$ cat config.mk
export PLATFORM = sky130hd
export DESIGN_NAME = inv_pipe_chain_flat
export DESIGN_NICKNAME = d
export VERILOG_FILES = /design/src/rtl/inv_pipe_chain_if.sv /design/src/rtl/inv_pipe_chain.sv /design/src/flat_wrapper.sv
export SDC_FILE = /design/constraint.sdc
export NUM_CORES = 1
export LEC_CHECK = 0
export CORE_AREA = 2 2 42 44
export CTS_CLUSTER_DIAMETER = 30
export DETAILED_ROUTE_END_ITERATION = 8
export DIE_AREA = 0 0 44 46
export GPL_TIMING_DRIVEN = 0
export PLACE_DENSITY = 0.69
export SLEW_MARGIN = 20
export SYNTH_ARGS = -nofsm -noshare
export SYNTH_HDL_FRONTEND = slang
export SYNTH_SLANG_ARGS = --single-unit
$ cat constraint.sdc
create_clock -name clock -period 1.7 [get_ports clock]
set_input_delay 0.255 -clock clock [delete_from_list [all_inputs] [get_ports clock]]
set_output_delay 0.255 -clock clock [all_outputs]
set_load 0.05 [all_outputs]
$ cat src/rtl/inv_pipe_chain_if.sv
// inv_pipe_chain_if: handshake bundle for inv_pipe_chain.
//   in_valid/in_ready/in_data/in_mode : upstream beat channel (mode travels with the beat)
//   out_valid/out_ready/out_data      : downstream beat channel
//   master : drives the input channel and out_ready (producer/consumer side)
//   slave  : the pipeline itself
interface inv_pipe_chain_if #(
   parameter int unsigned WIDTH = 1
);
   logic             in_valid;
   logic             in_ready;
   logic [WIDTH-1:0] in_data;
   logic             in_mode;
   logic             out_valid;
   logic             out_ready;
   logic [WIDTH-1:0] out_data;

   modport master (
      output in_valid, in_data, in_mode, out_ready,
      input  in_ready, out_valid, out_data
   );

   modport slave (
      input  in_valid, in_data, in_mode, out_ready,
      output in_ready, out_valid, out_data
   );
endinterface

$ cat src/rtl/inv_pipe_chain.sv
// inv_pipe_chain: DEPTH registered stages with valid/ready handshake and bubble collapsing.
// Each stage k inverts the passing beat when the beat's mode is 1 and INV_MASK[k] is set.
// A saturating counter records how many accepted output beats differ from the previous one.
// Ports:
//   clock      : rising-edge clock
//   reset      : asynchronous, active-high
//   bus        : inv_pipe_chain_if.slave (in_valid/in_ready/in_data/in_mode,
//                out_valid/out_ready/out_data)
//   toggle_cnt : saturating count of output beats that differ from the previous output beat
//   busy       : any stage holds a beat
module inv_pipe_chain #(
   parameter int unsigned      WIDTH    = 1,
   parameter int unsigned      DEPTH    = 2,
   parameter logic [DEPTH-1:0] INV_MASK = {DEPTH{1'b1}},
   parameter int unsigned      CNT_W    = 8
) (
   input  logic             clock,
   input  logic             reset,
   inv_pipe_chain_if.slave  bus,
   output logic [CNT_W-1:0] toggle_cnt,
   output logic             busy
);

   localparam int D  = int'(DEPTH);
   // The last stage's mode is never consumed, so only DEPTH-1 mode bits are stored.
   localparam int MW = (D > 1) ? D - 1 : 1;

   logic [DEPTH-1:0] v_q;
   logic [WIDTH-1:0] d_q [DEPTH];
   logic [MW-1:0]    m_q;

   logic [DEPTH-1:0] adv;
   logic             adv_acc;
   logic [DEPTH-1:0] v_up;
   logic [DEPTH-1:0] m_up;
   logic [WIDTH-1:0] d_up [DEPTH];
   logic [WIDTH-1:0] d_ld [DEPTH];

   logic [CNT_W-1:0] cnt_q, cnt_d;
   logic [WIDTH-1:0] last_q, last_d;
   logic             out_xfer;

   // A stage may load when it is empty or everything below it can move; scanning from the
   // output upwards lets an empty stage fill even while a stage further down is stalled.
   always_comb begin
      adv     = '0;
      adv_acc = bus.out_ready;
      for (int k = D - 1; k >= 0; k--) begin
         adv_acc = adv_acc | ~v_q[k];
         adv[k]  = adv_acc;
      end
   end

   always_comb begin
      v_up = '0;
      m_up = '0;
      for (int k = 0; k < D; k++) begin
         d_up[k] = '0;
      end
      v_up[0] = bus.in_valid;
      m_up[0] = bus.in_mode;
      d_up[0] = bus.in_data;
      for (int k = 1; k < D; k++) begin
         v_up[k] = v_q[k-1];
         m_up[k] = m_q[k-1];
         d_up[k] = d_q[k-1];
      end
      for (int k = 0; k < D; k++) begin
         d_ld[k] = (m_up[k] & INV_MASK[k]) ? ~d_up[k] : d_up[k];
      end
   end

   assign out_xfer = v_q[D-1] & bus.out_ready;

   always_comb begin
      cnt_d  = cnt_q;
      last_d = last_q;
      if (out_xfer) begin
         last_d = d_q[D-1];
         if ((d_q[D-1] != last_q) && (cnt_q != {CNT_W{1'b1}})) begin
            cnt_d = cnt_q + CNT_W'(1);
         end
      end
   end

   always_ff @(posedge clock or posedge reset) begin
      if (reset) begin
         v_q    <= '0;
         m_q    <= '0;
         cnt_q  <= '0;
         last_q <= '0;
         for (int k = 0; k < D; k++) begin
            d_q[k] <= '0;
         end
      end else begin
         for (int k = 0; k < D; k++) begin
            if (adv[k]) begin
               v_q[k] <= v_up[k];
               d_q[k] <= d_ld[k];
            end
         end
         for (int k = 0; k < D - 1; k++) begin
            if (adv[k]) begin
               m_q[k] <= m_up[k];
            end
         end
         cnt_q  <= cnt_d;
         last_q <= last_d;
      end
   end

   assign bus.in_ready  = adv[0];
   assign bus.out_valid = v_q[D-1];
   assign bus.out_data  = d_q[D-1];
   assign toggle_cnt    = cnt_q;
   assign busy          = |v_q;

endmodule

$ cat src/flat_wrapper.sv
// flat-port wrapper written by rule: the top's interface ports become plain ports
module inv_pipe_chain_flat 
#(
   parameter int unsigned      WIDTH    = 1,
   parameter int unsigned      DEPTH    = 2,
   parameter logic [DEPTH-1:0] INV_MASK = {DEPTH{1'b1}},
   parameter int unsigned      CNT_W    = 8
)
  (clock, reset, toggle_cnt, busy, bus_in_valid, bus_in_data, bus_in_mode, bus_out_ready, bus_in_ready, bus_out_valid, bus_out_data);
  inv_pipe_chain_if #(.WIDTH(WIDTH)) bus_i ();
  input  logic clock;
  input  logic reset;
  output logic [CNT_W-1:0] toggle_cnt;
  output logic busy;
  input wire logic [$bits(bus_i.in_valid)-1:0] bus_in_valid;
  input wire logic [$bits(bus_i.in_data)-1:0] bus_in_data;
  input wire logic [$bits(bus_i.in_mode)-1:0] bus_in_mode;
  input wire logic [$bits(bus_i.out_ready)-1:0] bus_out_ready;
  output wire logic [$bits(bus_i.in_ready)-1:0] bus_in_ready;
  output wire logic [$bits(bus_i.out_valid)-1:0] bus_out_valid;
  output wire logic [$bits(bus_i.out_data)-1:0] bus_out_data;
  assign bus_i.in_valid = bus_in_valid;
  assign bus_i.in_data = bus_in_data;
  assign bus_i.in_mode = bus_in_mode;
  assign bus_i.out_ready = bus_out_ready;
  assign bus_in_ready = bus_i.in_ready;
  assign bus_out_valid = bus_i.out_valid;
  assign bus_out_data = bus_i.out_data;
  inv_pipe_chain #(.WIDTH(WIDTH), .DEPTH(DEPTH), .INV_MASK(INV_MASK), .CNT_W(CNT_W)) u_core (.clock(clock), .reset(reset), .bus(bus_i), .toggle_cnt(toggle_cnt), .busy(busy));
endmodule
==> results.py, run 1 <==
metrics = {
    "outcome": {
        "status": "complete, no violations",
    },
    "sta": {
        "worstMarginPinSlew_ns": 0.505,
        "rsz0062_at_grt": "no",
        "slew_headroom": 0.663,
        "max_freq_mhz": 611,
        "drv_slew": 0,
        "setup_violations": 0,
        "final_hold_viol_count": 0,
        "whs_ns": 0.299,
        "min_period_ns": 1.64,
        "clock_skew_ns": 0.00346,
        "finalCritPeriodShare": 0.963,
    },
    "final_layout": {
        "syn_to_final_growth_pct": 33.0,
        "nets": 89,
        "fillCellCount": 155,
        "num_antenna_cells": 0,
        "mostFrequentLayoutCell": "dfrtp_1",
        "final_cell_mix": "dfrtp_1 (11), dlygate4sd2_1 (10), nand2_1 (6), mux2_2 (6)",
        "final_cell_area_um2": 877,
        "drive_gt1_frac": 0.222,
        "post-route-util": 0.543,
    },
    "worst_setup_path": {
        "cpMaxStageDelayCell": "clkdlybuf4s50_1",
        "worst-setup-path-type": "in2out",
        "reg2reg_depth": 5,
        "path_cells": "clkdlybuf4s50_1 -> nand3b_1 -> clkdlybuf4s15_2",
        "critPathMaxStageDelay_ns": 0.48,
        "r2r_slack_ns": 0.12,
        "worstSetupEndpointType": "primary output",
        "cp_max_fo": 5,
        "regToRegEndpoint": "u_core.toggle_cnt[5]",
        "worstSetupStartpointType": "input pin",
        "r2r_start": "u_core.toggle_cnt[0]",
        "worst_ep_arrival_time_ns": 1.38,
        "critPathBufInv": 2,
        "critPathTopFamily": "buffers and inverters",
        "required_ns": 1.44,
    },
    "global_routing": {
        "overflow": 0,
        "antenna_found_initial": 0,
        "grt_max_degree": 15,
        "grt_pass1_wl_um": 1950,
        "grtUsageTotal": 0.132,
        "grt_pass1_vias": 436,
    },
    "placement": {
        "port_buffers": 17,
        "dpl.hpwl_um": 885,
        "gp_congestion": 0.707,
        "place_area_um2": 857,
    },
    "yosys": {
        "ys_seq_area_frac": 0.531,
        "yosys.area_share.adder": 0.0190,
        "yosys_warnings": 0,
        "synth_fp_nets": 67,
        "syn-cell-area_um2": 659,
        "synth_seq_cells": 14,
        "synth_cell_types": 21,
        "synth.mux.area_fraction": 0.102,
        "postSynthCellCount": 60,
        "syn_area_per_cell_um2": 11.0,
        "synth-compound-area-share": 0.0455,
        "yosys.area_share.simple": 0.211,
        "synth-xor-area-share": 0.0797,
        "synth_top_family_by_area": "simple AND/OR/NAND/NOR gates",
    },
    "routing": {
        "dr.pass1.iters": 4,
        "ant_nets": 0,
        "num_vias": 492,
        "drt_first_iter_violations": 9,
        "drc": 0,
        "routed_wl_um": 1170,
        "viasPerCell": 5.02,
        "wire_per_inst_um": 11.9,
    },
    "clock_network": {
        "cts_made_buffers": 3,
        "h-tree-depth": 1,
        "root_buffer": "clkbuf_4",
        "hold_buffers": 0,
        "insertion_delay_ns": 0.27,
        "cts_sinks": 14,
        "clk_pin_slew_ns": 0.09,
        "cts_tree": "yes",
        "cts_buffer_depth": 2,
    },
    "die": {
        "start_util": 0.409,
        "pin_count": 18,
        "rows": 15,
        "die_area_um2": 2020,
        "coreArea_um2": 1610,
        "die_w_um": 44,
        "dieHeight_um": 46,
    },
    "min_path": {
        "hp-class": "in2async",
    },
    "run": {
        "drv_cap": 0,
    },
    "power_and_ir_drop": {
        "total_power_mw": 1.33,
        "p_per_area_nw_per_um2": 1520,
        "peakVddDrop_v": 0.00103,
        "total_leakage_power_nw": 0.391,
    },
}
-- flip-flops by register name, indices dropped and copies added, names as in the netlist --
name / flops
u_core.bus.out_data: 1
u_core.d_q: 1
u_core.m_q: 1
u_core.v_q: 2
u_core.last_q: 1
u_core.toggle_cnt: 8
-- per-layer routing --
layer | vias to the layer above | GRT usage | routed length (µm)
met4 | 0 | 0.0364 | 0
met2 | 12 | 0.200 | 532
met1 | 226 | 0.193 | 590
li1 | 254 | - | -
met3 | 0 | 0.0238 | 46
met5 | - | 0 | 0
-- cell type report --
type,count,area (µm²),share of cell area
Sequential cell,14,354,0.404
Clock buffer,4,36.3,0.0414
Timing Repair Buffer,17,154,0.175
Tap cell,17,21.3,0.0243
Multi-Input combinational cell,44,304,0.347
Inverter,2,7.51,0.00856
-- cells by family (layout without fill, tap and decap cells) --
family	Yosys count	count (layout)
buf+inv	2	23
xor+xnor	6	6
compound gates	5	5
flops	14	14
simple gates	26	26
mux	6	6
fa+ha+maj	1	1
-- power by group --
group / total (mW) / leakage, nW / internal [mW] / switching, mW
combinational: 0.565 / 0.202 / 0.187 / 0.378
sequential: 0.528 / 0.167 / 0.421 / 0.106
clock: 0.237 / 0.0210 / 0.130 / 0.107
total: 1.33 / 0.391 / 0.738 / 0.592
-- how the worst max path moves through the flow --
stage,startpoint,to,slack (ns),cells after the start
global route,bus_out_ready,bus_in_ready,0.009,3
CTS,u_core.v_q[1],busy,0.02,2
detailed placement,bus_out_ready,bus_in_ready,-0.35,3
floorplan,u_core.toggle_cnt[0],u_core.toggle_cnt[1],0.04,4
global placement,bus_out_ready,bus_in_ready,-0.34,3
finish,bus_out_ready,bus_in_ready,0.06,3
-- synthesized netlist by cell type --
cell	number	area (µm²)
nor2_1	5	18.8
a21oi_1	2	10.0
mux2_2	6	67.6
nor3_2	1	10.0
nand4_1	2	12.5
xor2_1	2	17.5
nand3b_1	1	7.51
ha_1	1	12.5
and4_1	1	8.76
inv_1	2	7.51
or2_2	1	6.26
dfrtp_1	14	350
o21ai_0	1	5.00
nand3_1	3	15.0
a31oi_1	1	6.26
nor4_1	2	12.5
and3_1	1	6.26
nand2b_1	3	18.8
nand2_1	6	22.5
xnor2_1	4	35.0
a211o_1	1	8.76
-- stage by stage --
stage | cells | TNS [ns] | setup WS, ns
3_5_place_dp | 94 | -0.354 | -0.354
2_1_floorplan | 60 | 0 | 0.0363
6_report | 98 | 0 | 0.0634
5_1_grt | 98 | 0 | 0.00890
4_1_cts | 98 | 0 | 0.0208
3_3_place_gp | 94 | -0.359 | -0.336
-- repair_timing --
item                       in CTS  in global routing
buffers inserted                0                  0
gates resized for setup        14                  2
setup endpoints to repair      12                  1
(Power assumes the default switching activity.)
==> run 2, diff against run 1 <==
--- a/config.mk
+++ b/config.mk
@@ -5,12 +5,15 @@
 export SDC_FILE = /design/constraint.sdc
 export NUM_CORES = 1
 export LEC_CHECK = 0
-export CORE_AREA = 2 2 42 44
+export CORE_AREA = 2 2 41 43
+export CTS_BUF_LIST = sky130_fd_sc_hd__clkbuf_8
 export CTS_CLUSTER_DIAMETER = 30
+export CTS_CLUSTER_SIZE = 28
 export DETAILED_ROUTE_END_ITERATION = 8
-export DIE_AREA = 0 0 44 46
+export DIE_AREA = 0 0 43 45
 export GPL_TIMING_DRIVEN = 0
-export PLACE_DENSITY = 0.69
+export PLACE_DENSITY = 0.72
+export SETUP_SLACK_MARGIN = 0.15
 export SLEW_MARGIN = 20
 export SYNTH_ARGS = -nofsm -noshare
 export SYNTH_HDL_FRONTEND = slang
==> run 2 against run 1 <==
Clock power up 35%. Largest cell class unchanged. Sequential share of layout area down 3.1 points. Register-to-register slack better by 0.06 ns. First-iteration DRC count down 44%. Utilization up 11 points. Fmax up 7.5%. Global-route usage up 3.3 points.
==> results.py, run 2 (same netlist as run 1, synthesis figures left out) <==
metrics = {
    "sta": {
        "rsz0062_at_grt": "yes",
        "final_hold_viol_count": 0,
        "setup_violations": 0,
        "worstMarginPinSlew_ns": 0.523,
        "whs_ns": 0.345,
        "max_freq_mhz": 657,
        "tns_ns": 0,
        "slew_headroom": 0.651,
        "finalCritPeriodShare": 0.896,
        "drv_slew": 0,
        "clock_skew_ns": 0.00693,
        "min_period_ns": 1.52,
        "setup_ws_ns": 0.177,
    },
    "die": {
        "pin_count": 18,
        "dieHeight_um": 45,
        "die_w_um": 43,
        "rows": 14,
        "die_area_um2": 1940,
        "coreArea_um2": 1470,
        "start_util": 0.448,
    },
    "global_routing": {
        "grtUsageTotal": 0.165,
        "grt_pass1_vias": 498,
        "overflow": 0,
        "antenna_found_initial": 0,
        "grt_max_degree": 15,
        "grt_pass1_wl_um": 2260,
    },
    "worst_setup_path": {
        "cpMaxStageDelayCell": "dfrtp_2",
        "regToRegEndpoint": "u_core.toggle_cnt[4]",
        "cp_max_fo": 4,
        "cp.depth": 4,
        "worst_ep_arrival_time_ns": 1.66,
        "critPathMaxStageDelay_ns": 0.42,
        "worstSetupStartpointType": "register",
        "r2r_start": "u_core.bus.out_data",
        "critPathTopFamily": "flip-flops",
        "critPathBufInv": 0,
        "required_ns": 1.83,
        "worst-setup-path-type": "reg2reg",
        "worstSetupEndpointType": "register",
        "r2r_slack_ns": 0.18,
        "path_cells": "xnor2_1 -> nor2_1 -> nand4_1 -> mux2_2",
        "reg2reg_depth": 4,
    },
    "final_layout": {
        "syn_to_final_growth_pct": 46.3,
        "mostFrequentLayoutCell": "dlygate4sd2_1",
        "final_cell_mix": "dlygate4sd2_1 (8), dfrtp_2 (7), dfrtp_1 (7)",
        "num_antenna_cells": 0,
        "stdcell_count": 101,
        "nets": 93,
        "regArea_um2": 359,
        "post-route-util": 0.656,
        "fillCellCount": 135,
        "multi_input_area_um2": 340,
        "largest_reg_flops": 8,
        "drive_gt1_frac": 0.341,
        "final_cell_area_um2": 965,
    },
    "clock_network": {
        "insertion_delay_ns": 0.25,
        "clk_pin_slew_ns": 0.06,
        "cts_tree": "yes",
        "cts_made_buffers": 3,
        "root_buffer": "clkbuf_8",
        "cts_buffer_depth": 2,
        "h-tree-depth": 1,
        "cts_sinks": 14,
    },
    "routing": {
        "maxUsedRoutingLayer": "met4",
        "viasPerCell": 5.31,
        "ant_nets": 0,
        "wl_met2_um": 723,
        "wl_met3_um": 68,
        "drt_first_iter_violations": 5,
        "wire_per_inst_um": 13.8,
        "num_vias": 536,
        "drc": 0,
        "drt-met1-wl_um": 594,
        "dr.pass1.iters": 4,
        "routed_wl_um": 1400,
    },
    "power_and_ir_drop": {
        "total_leakage_power_nw": 0.420,
        "peakVddDrop_v": 0.00108,
        "p_per_area_nw_per_um2": 1590,
        "total_power_mw": 1.53,
    },
    "run": {
        "drv_cap": 0,
    },
    "placement": {
        "dp.cells": 93,
        "place_ws_ns": -0.356,
        "place_area_um2": 876,
        "gp_congestion": 0.664,
        "port_buffers": 17,
        "dpl.hpwl_um": 971,
    },
    "outcome": {
        "status": "complete, no violations",
    },
    "min_path": {
        "hp-class": "in2async",
    },
}
## run 2: how the worst max path moves through the flow
stage	from	to	slack, ns
6_report	u_core.bus.out_data	u_core.toggle_cnt[4]	0.18
5_1_grt	u_core.bus.out_data	u_core.toggle_cnt[4]	0.11
4_1_cts	u_core.toggle_cnt[2]	toggle_cnt[2]	0.16
3_5_place_dp	bus_out_ready	bus_in_ready	-0.36
3_3_place_gp	bus_out_ready	bus_in_ready	-0.34
2_1_floorplan	u_core.v_q[1]	u_core.m_q	0.09
## run 2: area by class of cell
class                           instances  share of cell area
Multi-Input combinational cell         44               0.353
Sequential cell                        14               0.372
Clock buffer                            4              0.0571
Timing Repair Buffer                   21               0.189
Inverter                                2             0.00778
Tap cell                               16              0.0208
## run 2: power by group
part | switching [mW] | total (mW) | internal [mW] | leakage, nW
Clock | 0.114 | 0.319 | 0.205 | 0.0288
Sequential | 0.116 | 0.542 | 0.426 | 0.162
Combinational | 0.419 | 0.674 | 0.255 | 0.229
Total | 0.649 | 1.53 | 0.886 | 0.420
## run 2: metal layers
metal | vias to the layer above | track usage
met5 | - | 0
met1 | 260 | 0.206
met4 | 0 | 0.0909
met2 | 12 | 0.252
met3 | 2 | 0.0600
li1 | 262 | -
## run 2: repair_timing
| item | CTS | global route |
|---|---|---|
| hold endpoints to repair | 0 | 0 |
| pin swaps | 0 | 1 |
| resized for setup | 20 | 7 |
| cloned | 0 | 0 |
| buffers inserted | 0 | 4 |
| hold buffers | 0 | 0 |
| endpoints found under the setup margin | 12 | 7 |
==> run 3, diff against run 2 <==
--- a/config.mk
+++ b/config.mk
@@ -5,14 +5,16 @@
 export SDC_FILE = /design/constraint.sdc
 export NUM_CORES = 1
 export LEC_CHECK = 0
-export CORE_AREA = 2 2 41 43
+export CELL_PAD_IN_SITES_DETAIL_PLACEMENT = 1
+export CELL_PAD_IN_SITES_GLOBAL_PLACEMENT = 1
+export CORE_AREA = 2 2 46 48
 export CTS_BUF_LIST = sky130_fd_sc_hd__clkbuf_8
 export CTS_CLUSTER_DIAMETER = 30
 export CTS_CLUSTER_SIZE = 28
 export DETAILED_ROUTE_END_ITERATION = 8
-export DIE_AREA = 0 0 43 45
+export DIE_AREA = 0 0 48 50
 export GPL_TIMING_DRIVEN = 0
-export PLACE_DENSITY = 0.72
+export PLACE_DENSITY_LB_ADDON = 0.05
 export SETUP_SLACK_MARGIN = 0.15
 export SLEW_MARGIN = 20
 export SYNTH_ARGS = -nofsm -noshare
==> run 3 against run 2 <==
Routed wire length increased by 7.9%. Worst setup slack worse by 0.026 ns. Power is 2.7% lower. Global-route usage fell by 1.6 points. Utilization down 16 points. Worst hold slack better by 0.0078 ns. Cell count increased by 7.9%. Final area shrank 1.9%. Flip-flop and latch count unchanged. Via count rose by 0.37%. Sequential power increased by 0.9%. Combinational power down 8.2%. Highest routed layer unchanged.
==> results.py, run 3 (same netlist as run 1, synthesis figures left out) <==
metrics = {
    "sta": {
        "min_period_ns": 1.55,
        "slew_headroom": 0.635,
        "max_freq_mhz": 646,
        "finalCritPeriodShare": 0.911,
        "clock_skew_ns": 0.00386,
        "whs_ns": 0.352,
        "final_hold_viol_count": 0,
        "drv_slew": 0,
        "rsz0062_at_grt": "yes",
        "tns_ns": 0,
        "setup_violations": 0,
        "worstMarginPinSlew_ns": 0.546,
    },
    "clock_network": {
        "h-tree-depth": 1,
        "hold_buffers": 0,
        "insertion_delay_ns": 0.24,
        "root_buffer": "clkbuf_8",
        "cts_sinks": 14,
        "cts_made_buffers": 3,
        "cts_buffer_depth": 2,
        "cts_tree": "yes",
        "clk_pin_slew_ns": 0.06,
    },
    "min_path": {
        "hp-class": "in2async",
    },
    "worst_setup_path": {
        "worst_ep_arrival_time_ns": 1.68,
        "worstSetupEndpointType": "register",
        "cpMaxStageDelayCell": "dfrtp_2",
        "path_cells": "ha_4 -> and3_4 -> a211o_4 -> mux2_2",
        "critPathBufInv": 0,
        "worst-setup-path-type": "reg2reg",
        "worstSetupStartpointType": "register",
        "required_ns": 1.83,
        "cp_max_fo": 4,
        "critPathTopFamily": "flip-flops",
        "critPathMaxStageDelay_ns": 0.44,
    },
    "routing": {
        "viasPerCell": 4.94,
        "ant_nets": 0,
        "drt_first_iter_violations": 2,
        "drc": 0,
        "wire_per_inst_um": 13.8,
        "num_vias": 538,
        "routed_wl_um": 1510,
        "dr.pass1.iters": 3,
    },
    "die": {
        "dieHeight_um": 50,
        "start_util": 0.347,
        "die_area_um2": 2400,
        "die_w_um": 48,
        "coreArea_um2": 1900,
        "rows": 16,
        "pin_count": 18,
    },
    "final_layout": {
        "final_cell_mix": "dlygate4sd2_1 (9), dfrtp_2 (7), dfrtp_1 (7)",
        "num_antenna_cells": 0,
        "nets": 90,
        "largest_reg_flops": 8,
        "multi_input_area_um2": 337,
        "regArea_um2": 359,
        "fillCellCount": 221,
        "final_cell_area_um2": 946,
        "post-route-util": 0.497,
        "drive_gt1_frac": 0.341,
        "stdcell_count": 109,
        "mostFrequentLayoutCell": "dlygate4sd2_1",
        "syn_to_final_growth_pct": 43.5,
    },
    "power_and_ir_drop": {
        "p_per_area_nw_per_um2": 1580,
        "clkPwrFrac": 0.220,
        "p_switching_uw": 647,
        "p_comb_frac": 0.414,
        "switching_share": 0.434,
        "peakVddDrop_v": 0.00101,
        "total_leakage_power_nw": 0.395,
        "pwr-share-seq": 0.366,
        "cell_internal_pwr_uw": 846,
    },
    "outcome": {
        "status": "complete, no violations",
    },
    "global_routing": {
        "overflow": 0,
        "grt_pass1_wl_um": 2480,
        "antenna_found_initial": 0,
        "grtUsageTotal": 0.149,
        "grt_pass1_vias": 527,
        "grt_max_degree": 15,
    },
    "placement": {
        "port_buffers": 17,
        "dpl.hpwl_um": 1020,
        "place_area_um2": 890,
        "dp.cells": 104,
        "gp_congestion": 0.737,
    },
    "run": {
        "drv_cap": 0,
    },
}
[run 3: cell types whose count changed in the layout (fill, tap and decap cells not counted), sizes merged]
cell / previous run / this run
clkdlybuf4s15: 2 / 0
dlygate4sd2: 8 / 9
clkbuf: 4 / 6
buf: 6 / 2
[run 3: stage by stage]
| stage | setup WS, ns | power, mW |
|---|---|---|
| 2_1_floorplan | 0.0851 | 0.974 |
| 3_5_place_dp | -0.348 | 1.19 |
| 4_1_cts | 0.168 | 1.48 |
| 3_3_place_gp | -0.352 | 1.18 |
| 6_report | 0.152 | 1.49 |
| 5_1_grt | 0.105 | 1.60 |
[run 3: repair_timing]
item / in CTS / in global routing
endpoints found under the hold margin: 0 / 0
resized for setup: 20 / 6
buffers inserted: 0 / 1
gates cloned: 0 / 0
endpoints found under the setup margin: 12 / 6
pin swaps: 0 / 1
[run 3: routing by layer]
metal | global-route usage | up-vias | wire [µm]
met5 | 0 | - | 0
met4 | 0.0676 | 0 | 13
met3 | 0.0330 | 2 | 44
met2 | 0.202 | 11 | 728
met1 | 0.218 | 269 | 720
li1 | - | 256 | -
[run 3: path summary, 6_finish.rpt]
path,start,endpoint,slack (ns),depth (start not counted)
worst max-delay path,u_core.toggle_cnt[0],u_core.toggle_cnt[1],0.15,4
worst min-delay path,reset,u_core.toggle_cnt[4],0.35,2
worst max register to register,u_core.toggle_cnt[0],u_core.toggle_cnt[1],0.15,4
worst min register to register,u_core.v_q[0],u_core.v_q[1],0.48,1
max in group asynchronous,reset,u_core.v_q[1],0.95,2
min in group clock,u_core.v_q[0],u_core.v_q[1],0.48,1
[run 3: layout make-up]
type                       instances  share of cell area
sequential                        14               0.380
multi-input combinational         44               0.356
timing repair buffer              18               0.163
clock buffer                       4              0.0582
tap                               27              0.0357
inverter                           2             0.00794
[run 3: power by group through the flow]
stage	logic [mW]	clock network (mW)	registers, mW
final	0.619	0.328	0.547
after global routing	0.674	0.357	0.567
after CTS	0.593	0.336	0.549
after detailed placement	0.637	0	0.554
after global placement	0.629	0	0.551
after floorplan	0.209	0	0.765
==> RTL edit 1, RTL diff (settings of run 1) <==
Reset style: synchronous (`reset`), changed in one clocked block. Comments in the files are not updated.
--- a/src/rtl/inv_pipe_chain.sv
+++ b/src/rtl/inv_pipe_chain.sv
@@ -84,5 +84,5 @@
    end
 
-   always_ff @(posedge clock or posedge reset) begin
+   always_ff @(posedge clock) begin
       if (reset) begin
          v_q    <= '0;
Behaviour: differs if reset is asserted again (counterexample within 4 cycles, from zero or initial values and one cycle with reset high); with reset held inactive, the same outputs for 10 cycles.
==> RTL edit 1 against run 1 <==
Cell area decreased by 1.3%; critical path depth increased by 2; utilization decreased by 0.70 points; wire length increased by 3.6%; sequential cell count unchanged; area after synthesis decreased by 1.1%; first-iteration DRC count decreased by 22%; setup slack improved by 20 ps; sequential share of layout area decreased by 5.3 points; register-to-register slack improved by 30 ps; cell count increased by 8.2%; critical path type unchanged; highest routed layer is now met4.
Power is not compared: it rests on default switching activity, and its combinational part moved more than twofold at a synthesized area within 25%.
==> RTL edit 1: results (changes against run 1) <==
[logic_synthesis]
synth_fa_ha_area_share_pct = 1.92  ; was 1.90%
synth.area.mux_share_pct = 3.07  ; was 10.2%
async_flop_share_pct = 0  ; was 100%
synth_edf_count = 2  ; was 0
syn_nets = 76  ; was 67
ys_types = 28  ; was 21

[grt]
grt_max_degree = 11  ; was 15
grt_pass1_vias = 471  ; was 436
grt_pass1_wl_um = 1950  ; about the same

[finish]
buffer_area_share_pct = 18.6  ; was 17.5%
inverters = 1  ; was 2
multiInputGateArea_um2 = 339  ; was 304 µm²
fin_area_um2 = 866  ; was 877 µm²
drive_above_1_share_pct = 16.9  ; was 22.2%
multi_input_cells = 51  ; was 44
fillers = 164  ; was 155
regArea_um2 = 304  ; was 354 µm²
layout.nets = 97  ; was 89
clock_cell_area_share_pct = 4.19  ; was 4.14%

[drt]
routed.top_layer = met4  ; was met3
vias = 546  ; was 492
avgRoutedWirePerCell_um = 11.4  ; was 11.9 µm
via_per_inst = 5.15  ; was 5.02
wl_met1_um = 558  ; was 590 µm
routed-wl-met3_um = 38  ; was 46 µm

[placed_design]
hpwl_um = 898  ; was 885 µm
place_inst = 102  ; was 94

[setup_path]
r2r-end = u_core.toggle_cnt[5]  ; unchanged
worstPathMaxFanout = 6  ; was 5
r2r_slack_ps = 150  ; was 120 ps
r2r-start = u_core.toggle_cnt[0]  ; unchanged

[run_status]
status = finished, final reports clean  ; unchanged

[sta]
hold_slack_ps = 320  ; was 299 ps

-- RTL edit 1: power by group through the flow --
stage	Sequential [mW]	Clock, mW	Combinational [mW]
3_3_place_gp	0.360	0	0.0805
2_1_floorplan	0.375	0	0.0382
4_1_cts	0.353	0.243	0.0778
3_5_place_dp	0.361	0	0.0810
5_1_grt	0.355	0.258	0.0825
6_report	0.353	0.238	0.0774
-- RTL edit 1: worst max-delay path by stage --
stage	from	to	slack, ps	cells after the start
finish	bus_out_ready	bus_in_ready	80	5
global route	bus_out_ready	bus_in_ready	40	5
CTS	bus_out_ready	bus_in_ready	-50	5
detailed placement	bus_out_ready	bus_in_ready	-540	5
global placement	bus_out_ready	bus_in_ready	-540	5
floorplan	u_core.d_q[0][1]	u_core.toggle_cnt[5]	-20	4
-- RTL edit 1: worst max-delay path, stage by stage --
cell and delay [ps]:
clkdlybuf4s50_1 480, nor2b_2 60, and2_2 230, inv_1 80, buf_2 260
==> RTL edit 2, RTL diff (flow settings as in run 1) <==
Made on the original files. `CNT_W` is set to 8 in 2 places; all go to 7.
--- a/src/rtl/inv_pipe_chain.sv
+++ b/src/rtl/inv_pipe_chain.sv
@@ -13,5 +13,5 @@
    parameter int unsigned      DEPTH    = 2,
    parameter logic [DEPTH-1:0] INV_MASK = {DEPTH{1'b1}},
-   parameter int unsigned      CNT_W    = 8
+   parameter int unsigned      CNT_W    = 7
 ) (
    input  logic             clock,
--- a/src/flat_wrapper.sv
+++ b/src/flat_wrapper.sv
@@ -5,5 +5,5 @@
    parameter int unsigned      DEPTH    = 2,
    parameter logic [DEPTH-1:0] INV_MASK = {DEPTH{1'b1}},
-   parameter int unsigned      CNT_W    = 8
+   parameter int unsigned      CNT_W    = 7
 )
   (clock, reset, toggle_cnt, busy, bus_in_valid, bus_in_data, bus_in_mode, bus_out_ready, bus_in_ready, bus_out_valid, bus_out_data);
Ports: changed (resized toggle_cnt); port bits go from 18 to 17. No check against the original RTL was run, so the function may have changed too.
==> RTL edit 2 against run 1 <==
Utilization is 4.6 points lower; wire length is 20% lower; area after synthesis is 10% lower; setup slack better by 24 ps; cell area is 8.4% lower; worst hold slack better by 3.1 ps; power is 4.8% lower; sequential cell count is 1 lower; highest routed layer is now met4.
==> RTL edit 2: results (changes against run 1) <==
[setup_path]
start_kind = flip-flop  ; was input pin
cp_data_arrival_time_ps = 1770  ; was 1380 ps
cp_slowest_stage_delay_ps = 440  ; was 480 ps
cpMaxStageDelayCell = dfrtp_2  ; was clkdlybuf4s50_1
cp_top_family = flip-flops  ; was buffers and inverters

[grt]
grt_max_degree = 14  ; was 15
grt_pass1_wl_um = 1570  ; was 1950 µm
grt_pass1_vias = 384  ; was 436
use_met1_pct = 13.6  ; was 19.3%
grt_util_all_layers_pct = 11.0  ; was 13.2%
grt_util_met2_pct = 16.5  ; was 20.0%

[logic_synthesis]
syn_nets = 54  ; was 67
synthTopCellsByArea = dfrtp_1 55%, mux2_2 7.6%, xnor2_1 7.4%  ; was dfrtp_1 53%, mux2_2 10%, xnor2_1 5.3%
ys_warn_count = 0  ; unchanged
synth_compound_area_share_pct = 6.75  ; was 4.55%
synth_xor_area_share_pct = 11.6  ; was 7.97%
yosysSeqAreaShare_pct = 54.9  ; was 53.1%
postSynthCellCount = 47  ; was 60
synth_fa_ha_area_share_pct = 2.11  ; was 1.90%
synth.area.mux_share_pct = 7.59  ; was 10.2%
synth_common_cells = 13 x dfrtp_1, 5 x xnor2_1, 4 x mux2_2, 4 x nand2_1  ; was 14 x dfrtp_1, 6 x mux2_2, 6 x nand2_1, 5 x nor2_1, 4 x xnor2_1

[power_and_ir_drop]
p_leak_nw = 0.366  ; was 0.391 nW
ir_drop_v = 0.000686  ; was 0.00103 V
p_sw_mw = 0.562  ; was 0.592 mW
powerSeq_mw = 0.490  ; was 0.528 mW
pg_clk_mw = 0.187  ; was 0.237 mW
powerComb_mw = 0.589  ; was 0.565 mW

[placed_design]
hpwl_um = 703  ; was 885 µm
dpl_cell_area_um2 = 781  ; was 857 µm²
io_buffers = 16  ; was 17
post-place-ws_ps = -343  ; was -354 ps
place_inst = 80  ; was 94

[drt]
avgRoutedWirePerCell_um = 11.0  ; was 11.9 µm
routed.top_layer = met4  ; was met3
routed-wl-met3_um = 37  ; was 46 µm
dr.pass1.iters = 2  ; was 4
drtIter0Drc = 6  ; was 9
vias = 426  ; was 492
route.met2.wl_um = 433  ; was 532 µm
wl_met1_um = 451  ; was 590 µm

[clock_network]
cts_resized = 13  ; was 14
htreeDepth = 1  ; unchanged
root_buffer = clkbuf_4  ; unchanged

[finish]
largest_reg_flops = 7  ; was 8
drive_above_1_share_pct = 26.5  ; was 22.2%
layout.nets = 76  ; was 89
fin_area_um2 = 803  ; was 877 µm²
fin_cells = 85  ; was 98
fillers = 159  ; was 155

[sta]
fin_skew_ps = 5.03  ; was 3.46 ps
max-slew-margin-rel_pct = 67.0  ; was 66.3%

[run_status]
status = finished, final reports clean  ; unchanged

## RTL edit 2: cell types whose count changed after synthesis, moves of 2 or more
| cell | delta |
|---|---|
| mux2_2 | -2 |
| nand2_1 | -2 |
| nand3_1 | -3 |
| nor2_1 | -2 |
| nor4_1 | -2 |
## RTL edit 2: worst paths after layout
check | slack (ps) | end | depth (start not counted)
worst max register to register | 90 | u_core.toggle_cnt[1] | 4
max in group asynchronous | 1040 | u_core.v_q[1] | 2
worst min-delay path | 300 | u_core.toggle_cnt[5] | 2
min in group clock | 480 | u_core.v_q[1] | 1
worst min register to register | 480 | u_core.v_q[1] | 1
worst max-delay path | 90 | u_core.toggle_cnt[1] | 4
## RTL edit 2: final cells by class
class / count / share of cell area [%]
clock buffers: 4 / 3.27
inverters: 1 / 0.467
multi-input cells: 33 / 33.6
flip-flops and latches: 13 / 41.0
well taps: 17 / 2.65
repair buffers: 17 / 19.0
